$ cat src/rtl/eth_pkg.sv
// Shared Ethernet receive types and constants for the rx frame filter.
package eth_pkg;
   typedef logic [47:0] mac_addr_t;

   localparam int        HDR_LEN   = 6;
   localparam mac_addr_t BCAST_MAC = 48'hFFFF_FFFF_FFFF;

   typedef enum logic [2:0] {IDLE, HDR, FWD, DROP, FLUSH} filt_state_t;
endpackage

$ cat src/rtl/rx_frame_filter_if.sv
// Byte stream with frame delimiter; used for both the MAC input and the filtered output.
interface rx_frame_filter_if;
   logic [7:0] data;
   logic       valid;
   logic       last;

   modport master (output data, valid, last);
   modport slave  (input  data, valid, last);
endinterface

$ cat src/rtl/hdr_delay_line.sv
// Byte delay line with fill count: shift-in on push, pop-oldest, parallel header read.
// o_hdr_next is the header as it stands once i_dat is shifted in (oldest byte in the MSBs).
module hdr_delay_line #(
   parameter int DEPTH = 6
) (
   input  logic                       i_clk,
   input  logic                       i_rst,
   input  logic                       i_clr,
   input  logic                       i_push,
   input  logic [7:0]                 i_dat,
   input  logic                       i_pop,
   output logic [$clog2(DEPTH+1)-1:0] o_fill,
   output logic [7:0]                 o_oldest,
   output logic [8*DEPTH-1:0]         o_hdr_next
);
   localparam int FILL_W = $clog2(DEPTH+1);

   logic [8*DEPTH-1:0] r_buf;
   logic [FILL_W-1:0]  r_fill;
   logic [7:0]         w_oldest;

   always_ff @(posedge i_clk) begin
      if (i_rst) begin
         r_buf  <= '0;
         r_fill <= '0;
      end else begin
         if (i_push)
            r_buf <= {r_buf[8*DEPTH-9:0], i_dat};
         if (i_clr)
            r_fill <= i_push ? FILL_W'(1) : '0;
         else if (i_push && !i_pop && r_fill != FILL_W'(DEPTH))
            r_fill <= r_fill + FILL_W'(1);
         else if (!i_push && i_pop && r_fill != '0)
            r_fill <= r_fill - FILL_W'(1);
      end
   end

   // Bytes shift toward the MSBs, so the oldest byte sits at index fill-1.
   always_comb begin
      w_oldest = '0;
      for (int i = 0; i < DEPTH; i++)
         if (r_fill == FILL_W'(i + 1))
            w_oldest = r_buf[8*i +: 8];
   end

   assign o_fill     = r_fill;
   assign o_oldest   = w_oldest;
   assign o_hdr_next = {r_buf[8*DEPTH-9:0], i_dat};
endmodule

$ cat src/rtl/rx_frame_filter.sv
// Destination-MAC frame filter: forwards own/broadcast frames (all frames with RX_FILTER_PROMISC_EN),
// one-cycle registered output latency, fifo_full only gates the accept decision and sets overflow_err.
module rx_frame_filter
   import eth_pkg::*;
#(
   parameter int CNT_W = 16,
   parameter int LEN_W = 16
) (
   input  logic               i_clk,
   input  logic               i_rst,
   rx_frame_filter_if.slave   i_rx,
   rx_frame_filter_if.master  o_out,
   input  mac_addr_t          i_own_mac,
   input  logic               i_fifo_full,
   output logic [LEN_W-1:0]   o_len_data,
   output logic               o_len_valid,
   output logic [CNT_W-1:0]   o_cnt_accept,
   output logic [CNT_W-1:0]   o_cnt_drop,
   output logic               o_overflow_err
);
   localparam int FILL_W = $clog2(HDR_LEN + 1);

   filt_state_t        r_state, w_state_nxt;
   logic [7:0]         r_out_data;
   logic               r_out_valid, r_out_last;
   logic [LEN_W-1:0]   r_len, r_len_data;
   logic               r_len_valid;
   logic [CNT_W-1:0]   r_cnt_accept, r_cnt_drop;
   logic               r_ovf, r_viol;

   logic               w_push, w_pop, w_clr, w_emit, w_final, w_drop_inc, w_len_clr, w_viol_nxt;
   logic               w_addr_ok;
   logic [FILL_W-1:0]  w_fill;
   logic [7:0]         w_oldest;
   mac_addr_t          w_dst;

   hdr_delay_line #(.DEPTH(HDR_LEN)) u_dly (
      .i_clk      (i_clk),
      .i_rst      (i_rst),
      .i_clr      (w_clr),
      .i_push     (w_push),
      .i_dat      (i_rx.data),
      .i_pop      (w_pop),
      .o_fill     (w_fill),
      .o_oldest   (w_oldest),
      .o_hdr_next (w_dst)
   );

`ifdef RX_FILTER_PROMISC_EN
   assign w_addr_ok = 1'b1;
`else
   assign w_addr_ok = (w_dst == i_own_mac) || (w_dst == BCAST_MAC);
`endif

   always_comb begin
      w_state_nxt = r_state;
      w_push      = 1'b0;
      w_pop       = 1'b0;
      w_clr       = 1'b0;
      w_emit      = 1'b0;
      w_final     = 1'b0;
      w_drop_inc  = 1'b0;
      w_len_clr   = 1'b0;
      w_viol_nxt  = r_viol;
      case (r_state)
         IDLE: begin
            w_clr = 1'b1;
            if (i_rx.valid) begin
               w_push = 1'b1;
               if (i_rx.last) w_drop_inc  = 1'b1;
               else           w_state_nxt = HDR;
            end
         end
         HDR: begin
            if (i_rx.valid) begin
               w_push = 1'b1;
               // A frame ending on or before the sixth byte is a runt.
               if (i_rx.last) begin
                  w_drop_inc  = 1'b1;
                  w_state_nxt = IDLE;
               end else if (w_fill == FILL_W'(HDR_LEN - 1)) begin
                  if (w_addr_ok && !i_fifo_full) begin
                     w_len_clr   = 1'b1;
                     w_state_nxt = FWD;
                  end else begin
                     w_drop_inc  = 1'b1;
                     w_state_nxt = DROP;
                  end
               end
            end
         end
         FWD: begin
            if (i_rx.valid) begin
               w_push = 1'b1;
               w_pop  = 1'b1;
               w_emit = 1'b1;
               if (i_rx.last) w_state_nxt = FLUSH;
            end
         end
         FLUSH: begin
            w_pop  = 1'b1;
            w_emit = 1'b1;
            // Bytes arriving mid-flush break the IFG; their frame is counted and discarded once.
            if (i_rx.valid) begin
               if (!r_viol) w_drop_inc = 1'b1;
               w_viol_nxt = !i_rx.last;
            end
            if (w_fill == FILL_W'(1)) begin
               w_final     = 1'b1;
               w_state_nxt = w_viol_nxt ? DROP : IDLE;
            end
         end
         DROP: begin
            if (i_rx.valid && i_rx.last) w_state_nxt = IDLE;
         end
         default: w_state_nxt = IDLE;
      endcase
   end

   always_ff @(posedge i_clk) begin
      if (i_rst) begin
         r_state      <= IDLE;
         r_out_data   <= '0;
         r_out_valid  <= 1'b0;
         r_out_last   <= 1'b0;
         r_len        <= '0;
         r_len_data   <= '0;
         r_len_valid  <= 1'b0;
         r_cnt_accept <= '0;
         r_cnt_drop   <= '0;
         r_ovf        <= 1'b0;
         r_viol       <= 1'b0;
      end else begin
         r_state     <= w_state_nxt;
         r_out_valid <= w_emit;
         r_out_last  <= w_final;
         r_len_valid <= w_final;
         r_viol      <= w_final ? 1'b0 : w_viol_nxt;
         r_ovf       <= r_ovf | (r_out_valid & i_fifo_full);
         if (w_emit)
            r_out_data <= w_oldest;
         if (w_len_clr)
            r_len <= '0;
         else if (w_emit && !(&r_len))
            r_len <= r_len + LEN_W'(1);
         if (w_final) begin
            r_len_data <= (&r_len) ? r_len : r_len + LEN_W'(1);
            if (!(&r_cnt_accept)) r_cnt_accept <= r_cnt_accept + CNT_W'(1);
         end
         if (w_drop_inc && !(&r_cnt_drop))
            r_cnt_drop <= r_cnt_drop + CNT_W'(1);
      end
   end

   assign o_out.data     = r_out_data;
   assign o_out.valid    = r_out_valid;
   assign o_out.last     = r_out_last;
   assign o_len_data     = r_len_data;
   assign o_len_valid    = r_len_valid;
   assign o_cnt_accept   = r_cnt_accept;
   assign o_cnt_drop     = r_cnt_drop;
   assign o_overflow_err = r_ovf;
endmodule

$ cat src/flat_wrapper.sv
// flat-port wrapper written by rule: the top's interface ports become plain ports
module rx_frame_filter_flat import eth_pkg::*;
#(
   parameter int CNT_W = 16,
   parameter int LEN_W = 16
)
  (i_clk, i_rst, i_own_mac, i_fifo_full, o_len_data, o_len_valid, o_cnt_accept, o_cnt_drop, o_overflow_err, i_rx_data, i_rx_valid, i_rx_last, o_out_data, o_out_valid, o_out_last);
  rx_frame_filter_if i_rx_i ();
  rx_frame_filter_if o_out_i ();
  input  logic i_clk;
  input  logic i_rst;
  input  mac_addr_t i_own_mac;
  input  logic i_fifo_full;
  output logic [LEN_W-1:0] o_len_data;
  output logic o_len_valid;
  output logic [CNT_W-1:0] o_cnt_accept;
  output logic [CNT_W-1:0] o_cnt_drop;
  output logic o_overflow_err;
  input wire logic [$bits(i_rx_i.data)-1:0] i_rx_data;
  input wire logic [$bits(i_rx_i.valid)-1:0] i_rx_valid;
  input wire logic [$bits(i_rx_i.last)-1:0] i_rx_last;
  output wire logic [$bits(o_out_i.data)-1:0] o_out_data;
  output wire logic [$bits(o_out_i.valid)-1:0] o_out_valid;
  output wire logic [$bits(o_out_i.last)-1:0] o_out_last;
  assign i_rx_i.data = i_rx_data;
  assign i_rx_i.valid = i_rx_valid;
  assign i_rx_i.last = i_rx_last;
  assign o_out_data = o_out_i.data;
  assign o_out_valid = o_out_i.valid;
  assign o_out_last = o_out_i.last;
  rx_frame_filter #(.CNT_W(CNT_W), .LEN_W(LEN_W)) u_core (.i_clk(i_clk), .i_rst(i_rst), .i_rx(i_rx_i), .o_out(o_out_i), .i_own_mac(i_own_mac), .i_fifo_full(i_fifo_full), .o_len_data(o_len_data), .o_len_valid(o_len_valid), .o_cnt_accept(o_cnt_accept), .o_cnt_drop(o_cnt_drop), .o_overflow_err(o_overflow_err));
endmodule
$ cat config.mk
export PLATFORM = sky130hd
export DESIGN_NAME = rx_frame_filter_flat
export DESIGN_NICKNAME = d
export VERILOG_FILES = /design/src/rtl/eth_pkg.sv /design/src/rtl/rx_frame_filter_if.sv /design/src/rtl/hdr_delay_line.sv /design/src/rtl/rx_frame_filter.sv /design/src/flat_wrapper.sv
export SDC_FILE = /design/constraint.sdc
export NUM_CORES = 1
export LEC_CHECK = 0
export CAP_MARGIN = 15
export CORE_MARGIN = 5
export CORE_UTILIZATION = 41
export DETAILED_ROUTE_END_ITERATION = 10
export DONT_BUFFER_PORTS = 1
export PLACE_DENSITY_LB_ADDON = 0.08
export SLEW_MARGIN = 10
export SYNTH_ARGS = -nofsm -noshare
export SYNTH_HDL_FRONTEND = slang
export SYNTH_SLANG_ARGS = --single-unit
$ cat constraint.sdc
create_clock -name i_clk -period 4.07 [get_ports i_clk]
set_input_delay 0.2035 -clock i_clk [delete_from_list [all_inputs] [get_ports i_clk]]
set_output_delay 0.2035 -clock i_clk [all_outputs]
set_load 0.05 [all_outputs]
# == Word level (Yosys, flattened, before mapping) ==
# Index checks and enable logic that the tools add are counted.
# word_totals
n_memories,0
rom_bits,0
output_inout_bits,60
latchBits,0
ram_bits,0
ff_bits,130
# op_classes
n_lt_le_gt_ge,0
n_div,0
addsub,5
eq_ne,21
muxes,45
n_shift,0
bitwise_logic,3
n_mul,0
reduce_logical,26
# op_table
cell,n
$add A16 B1 Y16 const B,3
$eq A48 B48 Y1,1
$eq A48 B48 Y1 const B,1
$mux W8,6
$reduce_and A16 Y1,3
$mux W3,12
$mux W1,22
$mux W16,1
$pmux W3 S5,1
$eq A3 B2 Y1 const B,4
$eq A3 B3 Y1 const B,4
$ne A2 B2 Y1 const B,5
$logic_and A1 B1 Y1,8
$reduce_and A8 Y1,1
$eq A3 B1 Y1 const B,2
$logic_not A1 Y1,6
$reduce_bool A3 Y1,2
$ne A2 B1 Y1 const B,2
$reduce_or A2 Y1,2
$add A3 B1 Y3 const B,1
$logic_not A3 Y1,1
$ne A3 B2 Y1 const B,1
$ne A3 B3 Y1 const B,1
$pmux W1 S3,1
other kinds (9),9

# == Longest topological paths before layout ==
# Gate-level depths: netlist of run 1.
# depth
ltp_word,9
depth_mapped,11
depth_no_buf,9

# == Modules after synthesis ==
# From an unflattened synthesis of run 1, not the netlist that was laid out.
# unflattened
cells_unflattened,824
hier_area_um2,7140.6
# modules_own_cells
mod,n_inst,seq_area_each_um2,area_per_inst_um2,cells_each
rx_frame_filter,1,1581.5,4362.9,511
hdr_delay_line,1,1021.0,2777.7,313

# == Least setup slack after synthesis of run 1 ==
# Ideal clock, no wire load.
# synth_timing
path_type,register to register
startpoint,"reg u_core.r_cnt_accept[0], in the netlist u_core.o_cnt_accept[0]"
endpoint,"reg u_core.r_cnt_accept[11], in the netlist u_core.o_cnt_accept[11]"
arrival_time_ns,2.384
path_slack_ns,1.558
period_less_slack_ns,2.512
setup_ns,0.128
path_stages_with_launch,10
required_ns,3.942
path_cell_list,dfxtp_1 -> ha_1 -> and3_1 -> nand3_1 -> o41a_2 -> and3_1 -> clkbuf_1 -> nand4_1 -> xor2_1 -> nor2_1
# synth_via
elab_chain_len,3
word_cells_on_any_way,4
cone_classes,1 x add/sub; 1 x bitwise; 2 x reduce/logical
# synth_lines
element,line,rtl
from (decl),rx_frame_filter.sv:28,"logic [CNT_W-1:0] r_cnt_accept, r_cnt_drop;"
from (signal assigned),rx_frame_filter.sv:148,if (!(&r_cnt_accept)) r_cnt_accept <= r_cnt_accept + CNT_W'(1);
"parallel branches: the longest is 3 deep, another holds $add A16 B1 Y16",--,
# Parallel ways; which one is timed is not known.
# A chain may end at the register's enable or synchronous reset.

# == Worst setup path after layout of run 1 ==
# layout_timing
startpoint,reg u_core.r_state[2]
endpoint,reg u_core.r_len[3]
# layout_via
elab_chain_len,3
word_cells_on_any_way,7
cone_classes,3 x eq/ne; 2 x mux; 2 x reduce/logical
# layout_lines
element,line,rtl
from (decl),rx_frame_filter.sv:23,"filt_state_t r_state, w_state_nxt;"
from (signal assigned),rx_frame_filter.sv:134,r_state <= w_state_nxt;
$eq A3 B3 Y1 (tied with other cells),rx_frame_filter.sv:65,case (r_state)
$pmux W1 S2 or $mux W1 (tied branches),rx_frame_filter.sv:65,
$logic_and A1 B1 Y1 or $reduce_or A2 Y1 (tied branches),--,
to (signal assigned),rx_frame_filter.sv:145,r_len <= r_len + LEN_W'(1);
to (decl),rx_frame_filter.sv:26,"logic [LEN_W-1:0] r_len, r_len_data;"
# Parallel ways exist; a longest one is shown, timed or not.

==> results of run 1 <==
-- flip-flops by register name (all words and copies together) (netlist names), 3 cells and up --
name	count
u_core.r_state	3
u_core.u_dly.o_fill	3
u_core.o_cnt_drop	16
u_core.r_len	16
u_core.o_out.data	8
u_core.o_len_data	16
u_core.o_cnt_accept	16
u_core.u_dly.r_buf	48
-- power by group --
group | switching, W | internal [W] | total, W
Combinational | 0.000126 | 0.0000732 | 0.000199
Sequential | 0.0000310 | 0.00129 | 0.00132
Clock | 0.000547 | 0.000990 | 0.00154
-- kinds of logic (layout without fill, tap and decap cells) --
| group | after synthesis | in the layout | share of synthesized area [%] |
|---|---|---|---|
| and+or+nand+nor | 387 | 387 | 27.2 |
| AOI/OAI and AO/OA | 166 | 166 | 16.2 |
| DFF | 130 | 130 | 38.7 |
| xor gates and xnor gates | 88 | 88 | 11.5 |
| buffers and inverters | 64 | 61 | 3.78 |
| adders and majority gates | 9 | 9 | 1.68 |
| muxes | 6 | 6 | 0.987 |
-- worst register-to-register path, cell delays in order, from the launching register on --
cell     delay, ns
dfxtp_1       0.68
nor2b_1       0.24
a21oi_1       0.11
nor2_2        0.62
nand2_1       0.44
or3_1         0.42
a21oi_1       0.15
-- through the flow --
stage / power (W) / std cells
floorplan: 0.00149 / 850
global placement: 0.00151 / 1019
detailed placement: 0.00151 / 1019
CTS: 0.00309 / 1063
global route: 0.00317 / 1063
finish: 0.00305 / 1063
-- final timing paths --
path	startpoint	endpoint	slack, ns	depth (start not counted)
min reg2reg	u_core.u_dly.r_buf[45]$_SDFFE_PP0P_	u_core.u_dly.r_buf[45]$_SDFFE_PP0P_	0.46	2
max reg2reg	u_core.r_state[2]$_SDFFE_PP0P_	u_core.r_len[3]$_SDFFE_PP0P_	1.33	6
max	u_core.r_state[2]$_SDFFE_PP0P_	u_core.r_len[3]$_SDFFE_PP0P_	1.33	6
min	i_rst	u_core.o_cnt_drop[11]$_SDFFE_PP0P_	0.03	2
-- cells in the mapped netlist, types with 3 or more instances --
library cell,number,area [sq um]
a21oi_1,79,395
a22oi_1,10,75.1
a311oi_1,21,184
a31o_1,6,52.6
and2_1,3,18.8
and3_1,9,56.3
and4_1,3,26.3
buf_1,8,30.0
buf_2,5,25.0
clkbuf_1,39,146
dfxtp_1,130,2600
ha_1,9,113
inv_1,10,37.5
mux2i_1,4,40.0
nand2_1,150,563
nand2b_1,12,75.1
nand3_1,57,285
nand4_1,22,138
nor2_1,77,289
nor2b_1,10,62.6
nor3_1,6,30.0
nor4_1,19,119
o211ai_1,10,75.1
o21ai_0,17,85.1
or3_1,9,56.3
xnor2_1,17,149
xor2_1,71,622
-- what timing repair did --
| action | 4_1_cts | 5_1_grt |
|---|---|---|
| hold buffers | 12 | 0 |
| resized for setup | 0 | 0 |
| hold endpoints to repair | 107 | 0 |
-- per-layer routing --
layer  global-route usage (%)  share of wire [%]  up-vias  wire length [um]
met5                        0                  0        -                 0
met4                     6.53                1.6        0               303
met3                     5.04                6.0       26              1130
met2                     31.8                 46      151              8710
met1                     27.3                 46     2860              8600
li1                         -                  -     2944                 -
-- layout make-up --
class	count	area, sq um	share of cell area, %
clock buffers	22	464	6.13
multi-input cells	656	3870	51.1
clock inverters	10	133	1.75
repair buffers	19	190	2.51
well taps	216	270	3.57
inverters	10	37.5	0.496
flip-flops and latches	130	2600	34.4
==> metrics.yaml, run 1 <==
outcome: "finished clean"
gp_congestion: 0.844
wl_per_cell_um: 17.6
grt_pass1_vias: 5724
vdd_drop_max_mv: 0.302
finalSetupViolations: 0
cts_setup_buffers: 0
area_growth_pct: 12.7
maxSlewViolCount: 0
fin_area_sq_mm: 0.00757
crit_buf_inv: 0
clock-root-buffer: "clkbuf_16"
antenna_found_initial: 0
cts_tree: "done"
track_usage_pct: 20.2
routed_wl_mm: 18.7
ys_types: 56
hold_class: "primary input to flip-flop"
postPlaceCellArea_sq_mm: 0.00683
cts.sinks: 130
die_area_sq_mm: 0.0190
layout_commonest_cell: "nand2_1"
grt_max_degree: 107
drtIter0Drc: 525
cp_cell_sequence: "nor2b_1, a21oi_1, nor2_2, nand2_1, or3_1, a21oi_1"
tightestPinTransition_ns: 0.937
yosysWarnings: 0
post-place-ws_ns: 1.36
ys_ff_latch: 130
num_rows: 46
async_flop_share_pct: 0
crit_family: "simple AND/OR/NAND/NOR gates"
timing.final.hold_violations: 0
fin_util_pct: 47.3
max_freq_mhz: 365
slowest_delay_ns: 0.68
cp_data_arrival_time_ns: 3.09
netlist_instances: 850
layout_setup_ws_ns: 1.33
synth_edf_count: 0
dieWidth_um: 138
crit_path_end_kind: "flip-flop"
crit_top_cell: "a21oi_1"
drc: 0
vias_per_cell: 5.63
crit_slowest_cell: "dfxtp_1"
slew_headroom_pct: 37.4
critPathRequiredTime_ns: 4.42
power_density_mw_per_mm2: 404
coreArea_sq_mm: 0.0160
clockBufferDepth: 2
cts_buffers: 17
rsz0062_at_grt: "no"
grt_pass1_wl_mm: 30.3
overflow: 0
critical_path_class: "flip-flop to flip-flop"
start_util_pct: 42.0
yosysSeqAreaShare_pct: 38.7
clk_pin_slew_ns: 0.05
timing.final.crit_share_pct: 67.3
port_buffers: 0
critPathLaunchType: "flip-flop"
whs_ns: 0.0271
fp.dieH_um: 138
final_layout_size_suffix_gt1_share_pct: 6.26
ioPinCount: 121
p_leak_nw: 2.58
skew_ns: 0.00874
max_cap_viol_count: 0
synthFlopType: "dfxtp_1"
final_nets: 904
syn_area_per_cell_sq_um: 7.90
worstPathMaxFanout: 20
final_cell_mix: "150 x nand2_1, 130 x dfxtp_1, 78 x a21oi_1"
n_antenna_cell: 0
hpwl_mm: 13.0
routed-via-count: 5981
synth_fp_nets: 920
ant_nets: 0
first_pass_iters: 5
htreeDepth: 4
clk_latency_ns: 0.42
synth_area_sq_mm: 0.00672
fillCellCount: 1605
fin_setup_tns_ns: 0
min_period_ns: 2.74
(Power assumes the default switching activity.)
==> run 2: changes to the inputs <==
--- a/config.mk
+++ b/config.mk
@@ -5,6 +5,7 @@
 export SDC_FILE = /design/constraint.sdc
 export NUM_CORES = 1
 export LEC_CHECK = 0
+export ABC_AREA = 1
 export CAP_MARGIN = 15
 export CORE_MARGIN = 5
 export CORE_UTILIZATION = 41
==> constraint.sdc (replaced) <==
create_clock -name i_clk -period 2.3 [get_ports i_clk]
set_input_delay 0.115 -clock i_clk [delete_from_list [all_inputs] [get_ports i_clk]]
set_output_delay 0.115 -clock i_clk [all_outputs]
set_load 0.05 [all_outputs]
==> run 2 against run 1 <==
Compared with the run above: non-clock buffer count rose by 54; synthesized cell count rose by 22%; routed wire length rose by 4.4%; largest cell class unchanged; global-route usage fell by 0.60 points; sequential power rose by 83%; die area rose by 4.8%; critical endpoint is now u_core.o_cnt_drop[0]$_SDFFE_PP0P_.
==> metrics.yaml, run 2 <==
clockBufferDepth: 2  # unchanged
grt_pass1_wl_mm: 31.7  # +4.7%
max_cap_viol_count: 0  # unchanged
overflow: 0  # unchanged
final_nets: 1154  # +28%
gp_congestion: 0.837  # -0.85%
fillCellCount: 1760  # +9.7%
maxSlewViolCount: 0  # unchanged
final_cell_mix: "228 x nand2_1, 134 x inv_1, 129 x dfxtp_1"
synth_fp_nets: 1104  # +20%
power_density_mw_per_mm2: 704  # +74%
fp.dieH_um: 141  # +2.4%
yosysSeqAreaShare_pct: 36.9  # -1.9 points
die_area_sq_mm: 0.0199  # +4.8%
crit_path_end_kind: "flip-flop"
cp_data_arrival_time_ns: 2.41  # -0.68 ns
async_flop_share_pct: 0  # unchanged
ioPinCount: 121  # unchanged
timing.final.hold_violations: 0  # unchanged
port_buffers: 0  # unchanged
area_growth_pct: 19.4
slew_headroom_pct: 37.5  # +0.098 points
worstPathMaxFanout: 30  # +50%
netlist_instances: 1034  # +22%
whs_ns: 0.0148  # -0.0123 ns
min_period_ns: 2.09  # -0.654 ns
hpwl_mm: 14.3  # +9.7%
first_pass_iters: 5  # unchanged
fin_setup_tns_ns: 0  # unchanged
top_register: "u_core.u_dly.r_buf"
tightestPinTransition_ns: 0.936  # -0.00147 ns
yosysWarnings: 0  # unchanged
critical_path_class: "flip-flop to flip-flop"
critPathRequiredTime_ns: 2.62  # -1.80 ns
clk_latency_ns: 0.42  # about the same
post-place-cells: 1278  # +25%
final_layout_size_suffix_gt1_share_pct: 12.3  # +6.0 points
routed-via-count: 6578  # +10%
antenna_found_initial: 0  # unchanged
synth_edf_count: 0  # unchanged
dieWidth_um: 141  # +2.4%
synth_top_area_share_pct: 36.9  # -1.9 points
critPathLaunchType: "flip-flop"
cts_buffers: 17  # unchanged
synth.most_common_cell: "nand2_1"
largest_register_ffs: 48  # unchanged
timing.final.crit_share_pct: 90.7  # +23 points
htreeDepth: 4  # unchanged
start_util_pct: 41.3  # -0.72 points
grt_max_degree: 62  # -42%
clk_pin_slew_ns: 0.06  # about the same
routed_wl_mm: 19.6  # +4.4%
syn_area_per_cell_sq_um: 6.83  # -14%
rsz0062_at_grt: "no"
layout_commonest_cell: "nand2_1"
coreArea_sq_mm: 0.0171  # +7.0%
synth_area_leaders: "dfxtp_1 37%, nand2_1 12%, inv_1 7.2%, a21oi_1 7.0%, o21ai_0 6.4%"
reg2reg_slack_ns: 0.21  # -1.12 ns
synthFlopType: "dfxtp_1"
yosysTopAreaCell: "dfxtp_1"
n_antenna_cell: 0  # unchanged
vdd_drop_max_mv: 0.505  # +67%
hold_class: "primary input to flip-flop"
num_rows: 48  # +4.3%
cts.sinks: 130  # unchanged
track_usage_pct: 19.6  # -0.60 points
vias_per_cell: 4.98  # -12%
drc: 0  # unchanged
grt_pass1_vias: 6161  # +7.6%
finalSetupViolations: 0  # unchanged
ys_ff_latch: 130  # unchanged
ant_nets: 0  # unchanged
clock-root-buffer: "clkbuf_16"
cts_tree: "done"
postPlaceCellArea_sq_mm: 0.00766  # +12%
outcome: "finished clean"
wl_per_cell_um: 14.8  # -16%
synth_area_sq_mm: 0.00706  # +5.1%
final_cells: 1322  # +24%
p_total_w: 0.00594  # +94%
synth_commonest_cells: "229 x nand2_1, 135 x inv_1, 130 x dfxtp_1"
skew_ns: 0.0104  # +0.00170 ns
ys_types: 41  # -27%
fin_area_sq_mm: 0.00843  # +11%
drtIter0Drc: 319  # -39%
max_freq_mhz: 479  # +31%
p_leak_nw: 3.56  # +38%
run 2: cell types whose count changed after synthesis, moves of 20 or more:
| cell | previous run | this run |
|---|---|---|
| a21oi_1 | 79 | 99 |
| a311oi_1 | 21 | 0 |
| inv_1 | 10 | 135 |
| nand2_1 | 150 | 229 |
| o21ai_0 | 17 | 90 |
| xor2_1 | 71 | 13 |
run 2: routing by layer:
metal / track usage, % / share of wire, % / wire, um / vias to the layer above
li1: - / - / - / 3475
met1: 28.2 / 49 / 9600 / 2934
met2: 29.1 / 44 / 8520 / 155
met3: 5.70 / 6.4 / 1250 / 14
met4: 4.59 / 1.0 / 199 / 0
met5: 0 / 0 / 0 / -
run 2: critical path: stages (launching register included):
cell and delay (ns):
dfxtp_1 0.41, nand2_1 0.07, nand2_1 0.07, nand2_1 0.05
nor2_1 0.11, nand2_1 0.06, nor2_1 0.23, nand3_1 0.12
nand2_1 0.09, nand2_1 0.12, nand2_1 0.09, nand2_1 0.05
nand2_1 0.05, nand2_1 0.08, buf_12 0.17, nand3_2 0.08
nand2_1 0.05, inv_1 0.05, nor2_1 0.04
run 2: metrics by stage:
step	setup slack (ns)	util, %
6_report	0.213	49.3
4_1_cts	0.106	49.1
2_1_floorplan	0.0817	-
3_5_place_dp	0.137	44.8
5_1_grt	0.00141	49.3
3_3_place_gp	0.0952	44.8
run 2: cells by family (layout without fill, tap and decap cells):
logic type | after synthesis | after routing | share of synthesized area, %
xor gates and xnor gates | 47 | 47 | 5.83
buffers and inverters | 193 | 256 | 10.7
AOI/OAI and AO/OA | 221 | 221 | 17.1
and+or+nand+nor | 434 | 434 | 28.0
adders and majority gates | 9 | 9 | 1.59
DFF | 130 | 130 | 36.9
run 2: where the power goes:
group	total, W	leakage, nW	internal, W	switching [W]
logic	0.000604	2.19	0.000236	0.000368
clock network	0.00292	0.307	0.00188	0.00104
registers	0.00241	1.06	0.00233	0.0000882
run 2: worst paths after layout:
| check | start | end | depth (start not counted) |
|---|---|---|---|
| max | u_core.u_dly.r_buf[3]$_SDFFE_PP0P_ | u_core.o_cnt_drop[0]$_SDFFE_PP0P_ | 18 |
| max reg2reg | u_core.u_dly.r_buf[3]$_SDFFE_PP0P_ | u_core.o_cnt_drop[0]$_SDFFE_PP0P_ | 18 |
| min reg2reg | u_core.r_len[7]$_SDFFE_PP0P_ | u_core.r_len[7]$_SDFFE_PP0P_ | 2 |
| min | i_rx_valid | u_core.r_viol$_SDFFE_PP0P_ | 3 |
run 2: layout make-up:
class / count / area [sq um] / area share (%)
sequential: 130 / 2600 / 30.9
multi-input combinational: 711 / 3720 / 44.2
timing repair buffer: 73 / 613 / 7.27
inverter: 151 / 574 / 6.81
clock buffer: 20 / 457 / 5.41
clock inverter: 12 / 180 / 2.14
tap: 225 / 282 / 3.34
run 2: timing repair:
item / CTS / global route
endpoints found under the setup margin: 0 / 23
endpoints found under the hold margin: 26 / 0
buffers inserted: 0 / 1
resized for setup: 0 / 7
hold buffers: 11 / 0
